### src/rtl/addr_decode_ws.sv
// Registered 6502 address decoder: base/mask chip-select table with per-select RDY wait states.
// Optional write protection of selected chip selects is enabled by defining ADDR_DECODE_WP_EN.
module addr_decode_ws #(
    parameter int unsigned                    ADDR_W  = 4,
    parameter int unsigned                    NUM_CS  = 6,
    parameter int unsigned                    WAIT_W  = 3,
    parameter logic [NUM_CS*ADDR_W-1:0]       CS_BASE = {4'h8, 4'hC, 4'hE, 4'hF, 4'hD, 4'h0},
    parameter logic [NUM_CS*ADDR_W-1:0]       CS_MASK = {4'hC, 4'hF, 4'hF, 4'hF, 4'hF, 4'h8},
    parameter logic [NUM_CS*WAIT_W-1:0]       CS_WAIT = {3'd0, 3'd0, 3'd0, 3'd2, 3'd1, 3'd0}
`ifdef ADDR_DECODE_WP_EN
    ,
    parameter logic [NUM_CS-1:0]              CS_WP   = 6'b000100
`endif
) (
    input  logic              i_clk,
    input  logic              i_reset_n,
    input  logic              i_enable,
    input  logic [ADDR_W-1:0] i_addr,
    input  logic              i_rw,
    output logic [NUM_CS-1:0] o_cs,
    output logic              o_rdy,
    output logic              o_miss,
    output logic              o_wp_fault
);

    typedef enum logic [1:0] {StIdle, StWait, StHold} state_e;

    state_e              r_state, w_state_d;
    logic [NUM_CS-1:0]   r_cs, w_cs_d;
    logic [WAIT_W-1:0]   r_cnt, w_cnt_d;
    logic                r_rdy, w_rdy_d;
    logic                r_miss, w_miss_d;
    logic                r_armed, w_armed_d;
    logic                w_wp_d;

    logic [NUM_CS-1:0]   w_sel;
    logic [WAIT_W-1:0]   w_wait;
    logic                w_any;
    logic                w_wp_hit;
    logic                w_blocked;

    // Scan from the top so the lowest matching index is the one that survives.
    always_comb begin
        w_sel    = '0;
        w_wait   = '0;
        w_any    = 1'b0;
        w_wp_hit = 1'b0;
        for (int i = NUM_CS - 1; i >= 0; i--) begin
            if ((i_addr & CS_MASK[i*ADDR_W +: ADDR_W]) ==
                (CS_BASE[i*ADDR_W +: ADDR_W] & CS_MASK[i*ADDR_W +: ADDR_W])) begin
                w_sel    = '0;
                w_sel[i] = 1'b1;
                w_wait   = CS_WAIT[i*WAIT_W +: WAIT_W];
                w_any    = 1'b1;
`ifdef ADDR_DECODE_WP_EN
                w_wp_hit = CS_WP[i];
`endif
            end
        end
    end

    assign w_blocked = w_wp_hit & ~i_rw;

    always_comb begin
        w_state_d = r_state;
        w_cs_d    = r_cs;
        w_cnt_d   = r_cnt;
        w_rdy_d   = r_rdy;
        w_miss_d  = 1'b0;
        w_wp_d    = 1'b0;
        // A new bus cycle may only start after enable has been seen low.
        w_armed_d = r_armed | ~i_enable;
        unique case (r_state)
            StIdle: begin
                if (i_enable && r_armed) begin
                    w_armed_d = 1'b0;
                    if (!w_any) begin
                        w_miss_d = 1'b1;
                    end else if (w_blocked) begin
                        w_wp_d = 1'b1;
                    end else begin
                        w_cs_d  = w_sel;
                        w_cnt_d = w_wait;
                        if (w_wait != '0) begin
                            w_rdy_d   = 1'b0;
                            w_state_d = StWait;
                        end else begin
                            w_state_d = StHold;
                        end
                    end
                end
            end
            StWait: begin
                if (!i_enable) begin
                    w_cs_d    = '0;
                    w_rdy_d   = 1'b1;
                    w_cnt_d   = '0;
                    w_state_d = StIdle;
                end else if (r_cnt == WAIT_W'(1)) begin
                    w_rdy_d   = 1'b1;
                    w_cnt_d   = '0;
                    w_state_d = StHold;
                end else begin
                    w_cnt_d = r_cnt - WAIT_W'(1);
                end
            end
            StHold: begin
                if (!i_enable) begin
                    w_cs_d    = '0;
                    w_state_d = StIdle;
                end
            end
            default: begin
                w_cs_d    = '0;
                w_rdy_d   = 1'b1;
                w_cnt_d   = '0;
                w_state_d = StIdle;
            end
        endcase
    end

    always_ff @(posedge i_clk) begin
        if (!i_reset_n) begin
            r_state <= StIdle;
            r_cs    <= '0;
            r_cnt   <= '0;
            r_rdy   <= 1'b1;
            r_miss  <= 1'b0;
            r_armed <= 1'b1;
        end else begin
            r_state <= w_state_d;
            r_cs    <= w_cs_d;
            r_cnt   <= w_cnt_d;
            r_rdy   <= w_rdy_d;
            r_miss  <= w_miss_d;
            r_armed <= w_armed_d;
        end
    end

`ifdef ADDR_DECODE_WP_EN
    logic r_wp_fault;

    always_ff @(posedge i_clk) begin
        if (!i_reset_n) begin
            r_wp_fault <= 1'b0;
        end else begin
            r_wp_fault <= w_wp_d;
        end
    end

    assign o_wp_fault = r_wp_fault;
`else
    assign o_wp_fault = 1'b0 & w_wp_d;
`endif

    assign o_cs   = r_cs;
    assign o_rdy  = r_rdy;
    assign o_miss = r_miss;

endmodule

### config.mk
export PLATFORM = sky130hd
export DESIGN_NAME = addr_decode_ws
export DESIGN_NICKNAME = d
export VERILOG_FILES = /design/src/rtl/addr_decode_ws.sv
export SDC_FILE = /design/constraint.sdc
export NUM_CORES = 1
export LEC_CHECK = 0
export BUFFER_PORTS_ARGS = -buffer_cell sky130_fd_sc_hd__buf_2
export CORE_MARGIN = 2
export CORE_UTILIZATION = 40
export CTS_CLUSTER_SIZE = 8
export DETAILED_ROUTE_END_ITERATION = 16
export GPL_ROUTABILITY_DRIVEN = 0
export GPL_TIMING_DRIVEN = 0
export SYNTH_ARGS = -nofsm -noshare
export SYNTH_HDL_FRONTEND = slang
export SYNTH_SLANG_ARGS = --single-unit
### constraint.sdc
create_clock -name i_clk -period 2.05 [get_ports i_clk]
set_input_delay 0.205 -clock i_clk [delete_from_list [all_inputs] [get_ports i_clk]]
set_output_delay 0.205 -clock i_clk [all_outputs]
set_load 0.005 [all_outputs]
==> results of run 1 <==
through the flow:
step / worst slack [ps] / utilization (%) / power, W
after floorplan: 601 / - / 0.000506
after global placement: 503 / 46.5 / 0.000565
after CTS: 454 / 48.4 / 0.000773
after detailed placement: 483 / 46.5 / 0.000572
final: 461 / 48.4 / 0.000772
after global routing: 381 / 48.4 / 0.000826
layer usage:
metal,part of all wire [%],GRT usage [%],vias to the layer above
met5,0,0,-
met4,0.63,4.29,0
met3,4.3,2.78,2
met2,47,24.7,21
met1,48,21.5,338
li1,-,-,366
how the worst max path moves through the flow:
stage / from / endpoint / depth (start not counted) / slack [ps]
after floorplan: r_state[0] / o_cs[5] / 5 / 600
after global placement: r_state[0] / o_cs[5] / 5 / 500
after detailed placement: r_state[0] / o_cs[5] / 5 / 480
after CTS: r_state[0] / o_cs[5] / 5 / 450
after global routing: r_state[0] / o_cs[5] / 5 / 380
final: r_state[0] / o_cs[5] / 5 / 460
kinds of logic after synthesis:
kind of cell               count (synthesis)
DFF                                       14
and+or+nand+nor                           27
adders and majority gates                  5
buffers and inverters                     13
AOI/OAI and AO/OA                         29
muxes                                      2
other                                      1
placed cells by master (no fill, tap or decap), types with 2 or more instances in the layout:
| master | netlist | final |
|---|---|---|
| a211oi_1 | 3 | 3 |
| a21oi_1 | 6 | 6 |
| a32o_1 | 2 | 2 |
| and2_1 | 2 | 2 |
| buf_2 | 1 | 13 |
| buf_4 | 2 | 2 |
| clkbuf_4 | 0 | 3 |
| conb_1 | 1 | 2 |
| dfxtp_1 | 14 | 14 |
| ha_1 | 5 | 5 |
| inv_1 | 8 | 8 |
| mux2i_1 | 2 | 2 |
| nand2_1 | 7 | 7 |
| nand2b_1 | 3 | 3 |
| nand3_1 | 3 | 3 |
| nand4_1 | 5 | 5 |
| nor2b_1 | 2 | 2 |
| o211ai_1 | 2 | 2 |
| o21ai_0 | 7 | 7 |
| o32ai_1 | 2 | 2 |
| or4_1 | 2 | 2 |
flip-flops by register name, indices dropped and copies added (netlist names):
signal	count
o_miss	1
o_rdy	1
o_cs	6
r_armed	1
r_state	2
r_cnt	3
power by group through the flow:
stage          registers [W]  logic, W  clock network [W]
6_report            0.000311  0.000259           0.000202
5_1_grt             0.000314  0.000285           0.000227
4_1_cts             0.000312  0.000256           0.000205
3_5_place_dp        0.000318  0.000254                  0
3_3_place_gp        0.000317  0.000249                  0
2_1_floorplan       0.000317  0.000189                  0
area by class of cell:
cell class              count  area share, %
plain buffers               4           3.36
repair buffers             12           6.45
flip-flops and latches     14           30.1
clock buffers               4           3.90
well taps                  27           3.63
multi-input cells          65           48.9
inverters                   9           3.63
==> results.yml, run 1 <==
placement:
  hpwl_um: 1290
  place_inst: 131
  place_area_um2: 895
  io_buffers: 12
global_route:
  antenna_found_initial: 0
  grt_first_pass_wirelength_um: 2930
  grt-ovfl-total: 0
  globalRouteTotalUtil_pct: 15.5
  grt_max_degree: 11
  grt_pass1_vias: 636
timing:
  rsz0062_at_grt: "no"
  finClkSkew_ps: 3.05
  period_share_pct: 77.5
  setup_violations: 0
  fin_crit_ps: 1590
  tns_ps: 0
  fmax_mhz: 629
  drv_slew: 0
  finalHoldViolCount: 0
  whs_ps: 144
layout:
  multi_input_area_um2: 455
  regArea_um2: 280
  finalNonFillerCells: 135
  design_area_um2: 931
  syn2layout_area_growth_pct: 16.8
  n_fill_cell: 205
  fin_nets: 122
  n_antenna_cell: 0
  layout-drive-gt1-share_pct: 21.3
power_and_ir_drop:
  share_comb_of_total_power_pct: 33.5
  power.density_nw_per_um2: 829
  p_sw_share_pct: 33.4
  switchingPower_w: 0.000258
  p_clk_share_pct: 26.2
  sequentialPowerShare_pct: 40.3
  peakVddDrop_mv: 0.470
  p_int_w: 0.000514
  leakage_nw: 0.397
yosys:
  yosys.area.top_type: "dfxtp_1"
  synth.distinct_cells: 32
  syn_area_um2: 797
  synthAdderAreaFrac_pct: 7.85
  synthSimpleGateAreaFrac_pct: 19.3
  synth_top_family_by_area: "compound AO/OA/AOI/OAI gates"
  muxShareOfSynthArea_pct: 2.51
  netlist.area_leader.share_pct: 35.2
  synth_edf_count: 0
  ys_async_sr_fraction_pct: 0
  synth_ff_type: "dfxtp_1"
  synth_xor_area_share_pct: 0
  syn_avg_cell_area_um2: 8.76
  syn_inst: 91
  ys_seq_area_share_pct: 35.2
  synth-compound-area-share_pct: 26.5
  ys_top_cells_by_area: "dfxtp_1, ha_1, o21ai_0"
  synth_common_cells: "dfxtp_1, inv_1, nand2_1, o21ai_0, a21oi_1"
  ys_ff_latch: 14
  synth_most_common_cell: "dfxtp_1"
  yosysWarnings: 0
worst_setup_path:
  crit_arrival_ps: 1800
  reg2reg_depth: 5
  cp-end-kind: "register"
  path_max_fanout: 7
  cpPeakStageDelay_ps: 420
  rr_endpoint: "o_cs[5]"
  worstPathRequired_ps: 2270
  critical_path.top_delay_family: "simple AND/OR/NAND/NOR gates"
  criticalPathCategory: "register to register"
  slowest_stage: "or4_1"
  cp_num_buf_inv: 1
  reg2reg_slack_ps: 460
  crit_chain: "inv_1, ha_1, and2_1, or4_1, a21oi_1"
  rr_startpoint: "r_state[0]"
  start_kind: "register"
clock_network:
  cts_resized: 0
  cts_setup_buffers: 0
  cts_tree: "built"
  cts_inserted_buffers: 3
  cts-root-buf: "clkbuf_4"
  clk_latency_ps: 280
  clockBufferDepth: 2
  htreeDepth: 1
  clk_pin_slew_worst_paths_ps: 90
  holdBufCountCts: 0
  cts_sinks: 14
detailed_routing:
  first_pass_iters: 4
  routed-via-count: 727
  drtAntennaViolNets: 0
  drt-initial-drc-count: 25
  wl_per_cell_um: 12.9
  vias_per_cell: 5.39
  wirelength_um: 1740
  route.detailed.drc: 0
status:
  status: "finished clean"
die:
  core_um2: 1920
  num_rows: 16
  die_h_um: 48.6
  die_x_um: 48.6
  initial_core_util_pct: 41.5
  io_pins: 17
  die_area_um2: 2370
min_path:
  hold_class: "input pin to register"
  min_path_cells: 2
  min_to: "r_armed"
  worstHoldStart: "i_enable"
run:
  cap_violations: 0
No activity file was read; power rests on OpenSTA's default activity.
==> inputs of run 2 (changes only) <==
clock period = 1.55 ns   (was 2.05 ns; I/O delays follow)
==> run 2 against run 1 <==
Compared with the run above:
- core utilization rose by 2.9 points
- via count fell by 1.1%
- power rose by 41%
- sequential power rose by 33%
- die area did not move
- cell count rose by 1.5%
- maximum frequency rose by 7.0%
- clock power rose by 33%
- final area rose by 5.9%
- largest cell class unchanged
==> results.yml, run 2 (synthesized netlist as in run 1, its figures left out) <==
timing:
  rsz0062_at_grt: "no"
  period_share_pct: 95.8
  fin_crit_ps: 1480
  tns_ps: 0
  fmax_mhz: 674
  drv_slew: 0
  finalHoldViolCount: 0
  setup_violations: 0
  finClkSkew_ps: 1.85
worst_setup_path:
  slowest_stage: "or4_1"
  cp-end-kind: "register"
  path_max_fanout: 4
  cp_num_buf_inv: 1
  criticalPathCategory: "register to register"
  cpPeakStageDelay_ps: 510
  worstPathRequired_ps: 1760
  reg2reg_depth: 5
  cp.depth: 5
  critical_path.top_delay_family: "simple AND/OR/NAND/NOR gates"
  crit_chain: "inv_1, ha_4, a21boi_4, or4_1, a21oi_1"
  crit_arrival_ps: 1700
  start_kind: "register"
global_route:
  grt_first_pass_wirelength_um: 2970
  grt-ovfl-total: 0
  globalRouteTotalUtil_pct: 15.7
  grt_pass1_vias: 640
  antenna_found_initial: 0
  grt_max_degree: 11
layout:
  layout-drive-gt1-share_pct: 27.3
  layout_commonest_cell: "buf_2"
  finalNonFillerCells: 137
  fin_nets: 124
  n_fill_cell: 202
  final_cell_mix: "buf_2, dfxtp_1, inv_1"
  largest_reg_flops: 6
  design_area_um2: 986
  post-route-util_pct: 51.3
  syn2layout_area_growth_pct: 23.7
  n_antenna_cell: 0
placement:
  hpwl_um: 1290
  place_area_um2: 895
  place_inst: 131
  io_buffers: 12
power_and_ir_drop:
  finalPower_w: 0.00109
  peakVddDrop_mv: 0.573
  power.density_nw_per_um2: 1110
  leakage_nw: 0.415
die:
  die_area_um2: 2370
  io_pins: 17
  num_rows: 16
  core_um2: 1920
  die_h_um: 48.6
  initial_core_util_pct: 41.5
  die_x_um: 48.6
clock_network:
  clk_pin_slew_worst_paths_ps: 90
  clk_latency_ps: 280
  htreeDepth: 1
  cts_inserted_buffers: 3
  cts_tree: "built"
  holdBufCountCts: 0
  cts_sinks: 14
  clockBufferDepth: 2
  cts-root-buf: "clkbuf_4"
detailed_routing:
  wirelength_um: 1750
  route.detailed.drc: 0
  vias_per_cell: 5.25
  drtAntennaViolNets: 0
  drt-initial-drc-count: 20
  wl_met3_um: 46
  routed-via-count: 719
  first_pass_iters: 4
  wl_per_cell_um: 12.8
  wl_met1_um: 849
  met2_length_um: 857
  top_layer: "met3"
status:
  status: "finished clean"
min_path:
  hold_class: "input pin to register"
  min_path_cells: 2
run:
  cap_violations: 0
[run 2: cell count changes in the layout (fill, tap and decap cells not counted), sizes merged]
| cell | previous run | this run |
|---|---|---|
| buf | 16 | 18 |
[run 2: power breakdown]
group	internal (W)	switching (W)
sequential	0.000393	0.0000212
combinational	0.000195	0.000214
clock	0.000143	0.000126
total	0.000730	0.000361
[run 2: metrics by stage]
stage	hold WS, ps	setup slack, ps
CTS	94.9	19.7
floorplan	305	101
finish	101	65.6
global placement	383	2.89
detailed placement	385	-16.6
global route	92.7	17.4
[run 2: worst reg2reg max path, cell delays in order (launching register included)]
cell	delay (ps)
dfxtp_2	350
inv_1	80
ha_4	170
a21boi_4	150
or4_1	510
a21oi_1	150
[run 2: what timing repair did]
action	CTS	global route
setup buffers	2	0
pin swaps	0	0
setup endpoints to repair	1	1
gates resized for setup	4	5
[run 2: layout make-up]
cell class / instances / area [um2] / area share, %
sequential: 14 / 283 / 28.7
buffer: 4 / 35.0 / 3.55
tap: 27 / 33.8 / 3.43
timing repair buffer: 14 / 75.1 / 7.61
inverter: 9 / 33.8 / 3.43
clock buffer: 4 / 36.3 / 3.68
multi-input combinational: 65 / 489 / 49.6
[run 2: worst paths after layout]
check,start,endpoint,slack [ps]
hold / removal,i_enable,r_armed,100
setup reg to reg,r_state[0],o_cs[5],70
hold reg to reg,o_cs[1],o_cs[1],480
setup / recovery,r_state[0],o_cs[5],70
[run 2: per-layer routing]
layer / up-vias / global-route usage (%)
met4: 0 / 4.29
met5: - / 0
met2: 8 / 25.1
met3: 0 / 2.78
met1: 340 / 21.7
li1: 371 / -
==> inputs of run 3 (changes only) <==
CORE_UTILIZATION = 51   (was 40)
PLACE_DENSITY = 0.75   (was default)
==> run 3 against run 2 <==
Compared with the run above:
- clock-buffer cell count unchanged
- final area shrank 2.2%
- worst hold slack better by 7.7 ps
- first-iteration DRC count shrank 90%
- global-route usage increased by 4.0 points
- highest routed layer is now met4
- die area fell by 20%
- power is 2.9% lower
- clock skew fell by 1.5 ps
- sequential power hardly changed
- clock power barely moved
- core utilization up 13 points
- via count decreased by 0.42%
==> results.yml, run 3 (synthesized netlist as in run 1, its figures left out) <==
status:
  status: "finished clean"
detailed_routing:
  vias_per_cell: 5.64
  drtAntennaViolNets: 0
  first_pass_iters: 4
  routed-via-count: 716
  drt-initial-drc-count: 2
  wirelength_um: 1630
  route.detailed.drc: 0
  wl_per_cell_um: 12.8
power_and_ir_drop:
  power.density_nw_per_um2: 1100
  p_int_w: 0.000716
  sequentialPowerShare_pct: 39.0
  share_comb_of_total_power_pct: 35.9
  switchingPower_w: 0.000344
  leakage_nw: 0.417
  peakVddDrop_mv: 0.578
  p_sw_share_pct: 32.4
  p_clk_share_pct: 25.1
run:
  cap_violations: 0
placement:
  hpwl_um: 1200
  place_inst: 120
  io_buffers: 12
  place_ws_ps: -32.8
global_route:
  grt_pass1_vias: 658
  antenna_found_initial: 0
  globalRouteTotalUtil_pct: 19.7
  grt_max_degree: 11
  grt_first_pass_wirelength_um: 2830
  grt-ovfl-total: 0
timing:
  fmax_mhz: 659
  fin_ws_ps: 33.6
  rsz0062_at_grt: "yes"
  fin_crit_ps: 1520
  finalHoldViolCount: 0
  setup_violations: 0
  drv_slew: 0
  whs_ps: 109
  finClkSkew_ps: 0.377
  period_share_pct: 97.8
layout:
  n_fill_cell: 129
  largest_reg_flops: 6
  fin_nets: 125
  layout-drive-gt1-share_pct: 28.8
  syn2layout_area_growth_pct: 21.0
  layout_commonest_cell: "buf_2"
  finalNonFillerCells: 127
  final_cell_mix: "buf_2, dfxtp_1, inv_1"
  n_antenna_cell: 0
  post-route-util_pct: 64.8
worst_setup_path:
  reg2reg_slack_ps: 30
  worstPathRequired_ps: 1770
  crit_chain: "inv_1, ha_1, buf_4, nand2_1, or4_4, a21oi_2"
  reg2reg_depth: 6
  slowest_stage: "or4_4"
  start_kind: "register"
  critical_path.top_delay_family: "simple AND/OR/NAND/NOR gates"
  rr_startpoint: "r_state[0]"
  cp_num_buf_inv: 2
  criticalPathCategory: "register to register"
  path_max_fanout: 10
  cpPeakStageDelay_ps: 480
  crit_arrival_ps: 1730
  cp-end-kind: "register"
  rr_endpoint: "o_cs[5]"
min_path:
  min_path_cells: 2
  hold_class: "input pin to register"
  min_to: "r_armed"
  worstHoldStart: "i_enable"
die:
  die_h_um: 43.5
  die_x_um: 43.5
  die_area_um2: 1890
  initial_core_util_pct: 53.5
  io_pins: 17
  num_rows: 14
  core_um2: 1490
clock_network:
  cts_tree: "built"
  clockBufferDepth: 2
  cts_sinks: 14
  htreeDepth: 1
  clk_pin_slew_worst_paths_ps: 90
  cts_inserted_buffers: 3
  clk_latency_ps: 280
  cts-root-buf: "clkbuf_4"
  holdBufCountCts: 0
[run 3: layer usage]
layer	vias to the layer above	track usage [%]	routed length, um	part of all wire, %
li1	373	-	-	-
met1	331	27.4	798	49
met2	8	30.4	768	47
met3	4	2.50	38	2.3
met4	0	9.09	21	1.3
met5	-	0	0	0
[run 3: through the flow]
step	setup TNS, ps	instance area (um2)	power (W)
after detailed placement	-32.8	881	0.000748
after global placement	0	881	0.000744
after global routing	-14.1	965	0.00112
final	0	965	0.00106
after CTS	0	922	0.00102
after floorplan	0	801	0.000669
[run 3: area by class of cell]
cell class,instances,area (um2),area share [%]
Multi-Input combinational cell,65,478,49.5
Sequential cell,14,283,29.3
Timing Repair Buffer,15,82.6,8.56
Clock buffer,4,36.3,3.76
Inverter,9,33.8,3.50
Buffer,4,31.3,3.24
Tap cell,16,20.0,2.08
[run 3: worst max path at each step]
| stage | from | end | cells past startpoint |
|---|---|---|---|
| after floorplan | r_state[0] | o_cs[5] | 5 |
| after detailed placement | r_state[0] | o_cs[5] | 5 |
| after CTS | r_state[0] | o_cs[5] | 5 |
| after global placement | r_state[0] | o_cs[5] | 5 |
| final | r_state[0] | o_cs[5] | 6 |
| after global routing | r_state[0] | o_cs[5] | 6 |
[run 3: power by group through the flow]
| stage | Clock, W | Combinational, W | Sequential [W] |
|---|---|---|---|
| after floorplan | 0 | 0.000250 | 0.000419 |
| after global placement | 0 | 0.000326 | 0.000418 |
| after detailed placement | 0 | 0.000328 | 0.000420 |
| after CTS | 0.000271 | 0.000336 | 0.000413 |
| after global routing | 0.000285 | 0.000421 | 0.000419 |
| final | 0.000266 | 0.000381 | 0.000413 |
[run 3: timing repair]
item,CTS,global route
gates resized for setup,4,4
buffers inserted,0,3
pin swaps,1,1
setup endpoints to repair,1,2
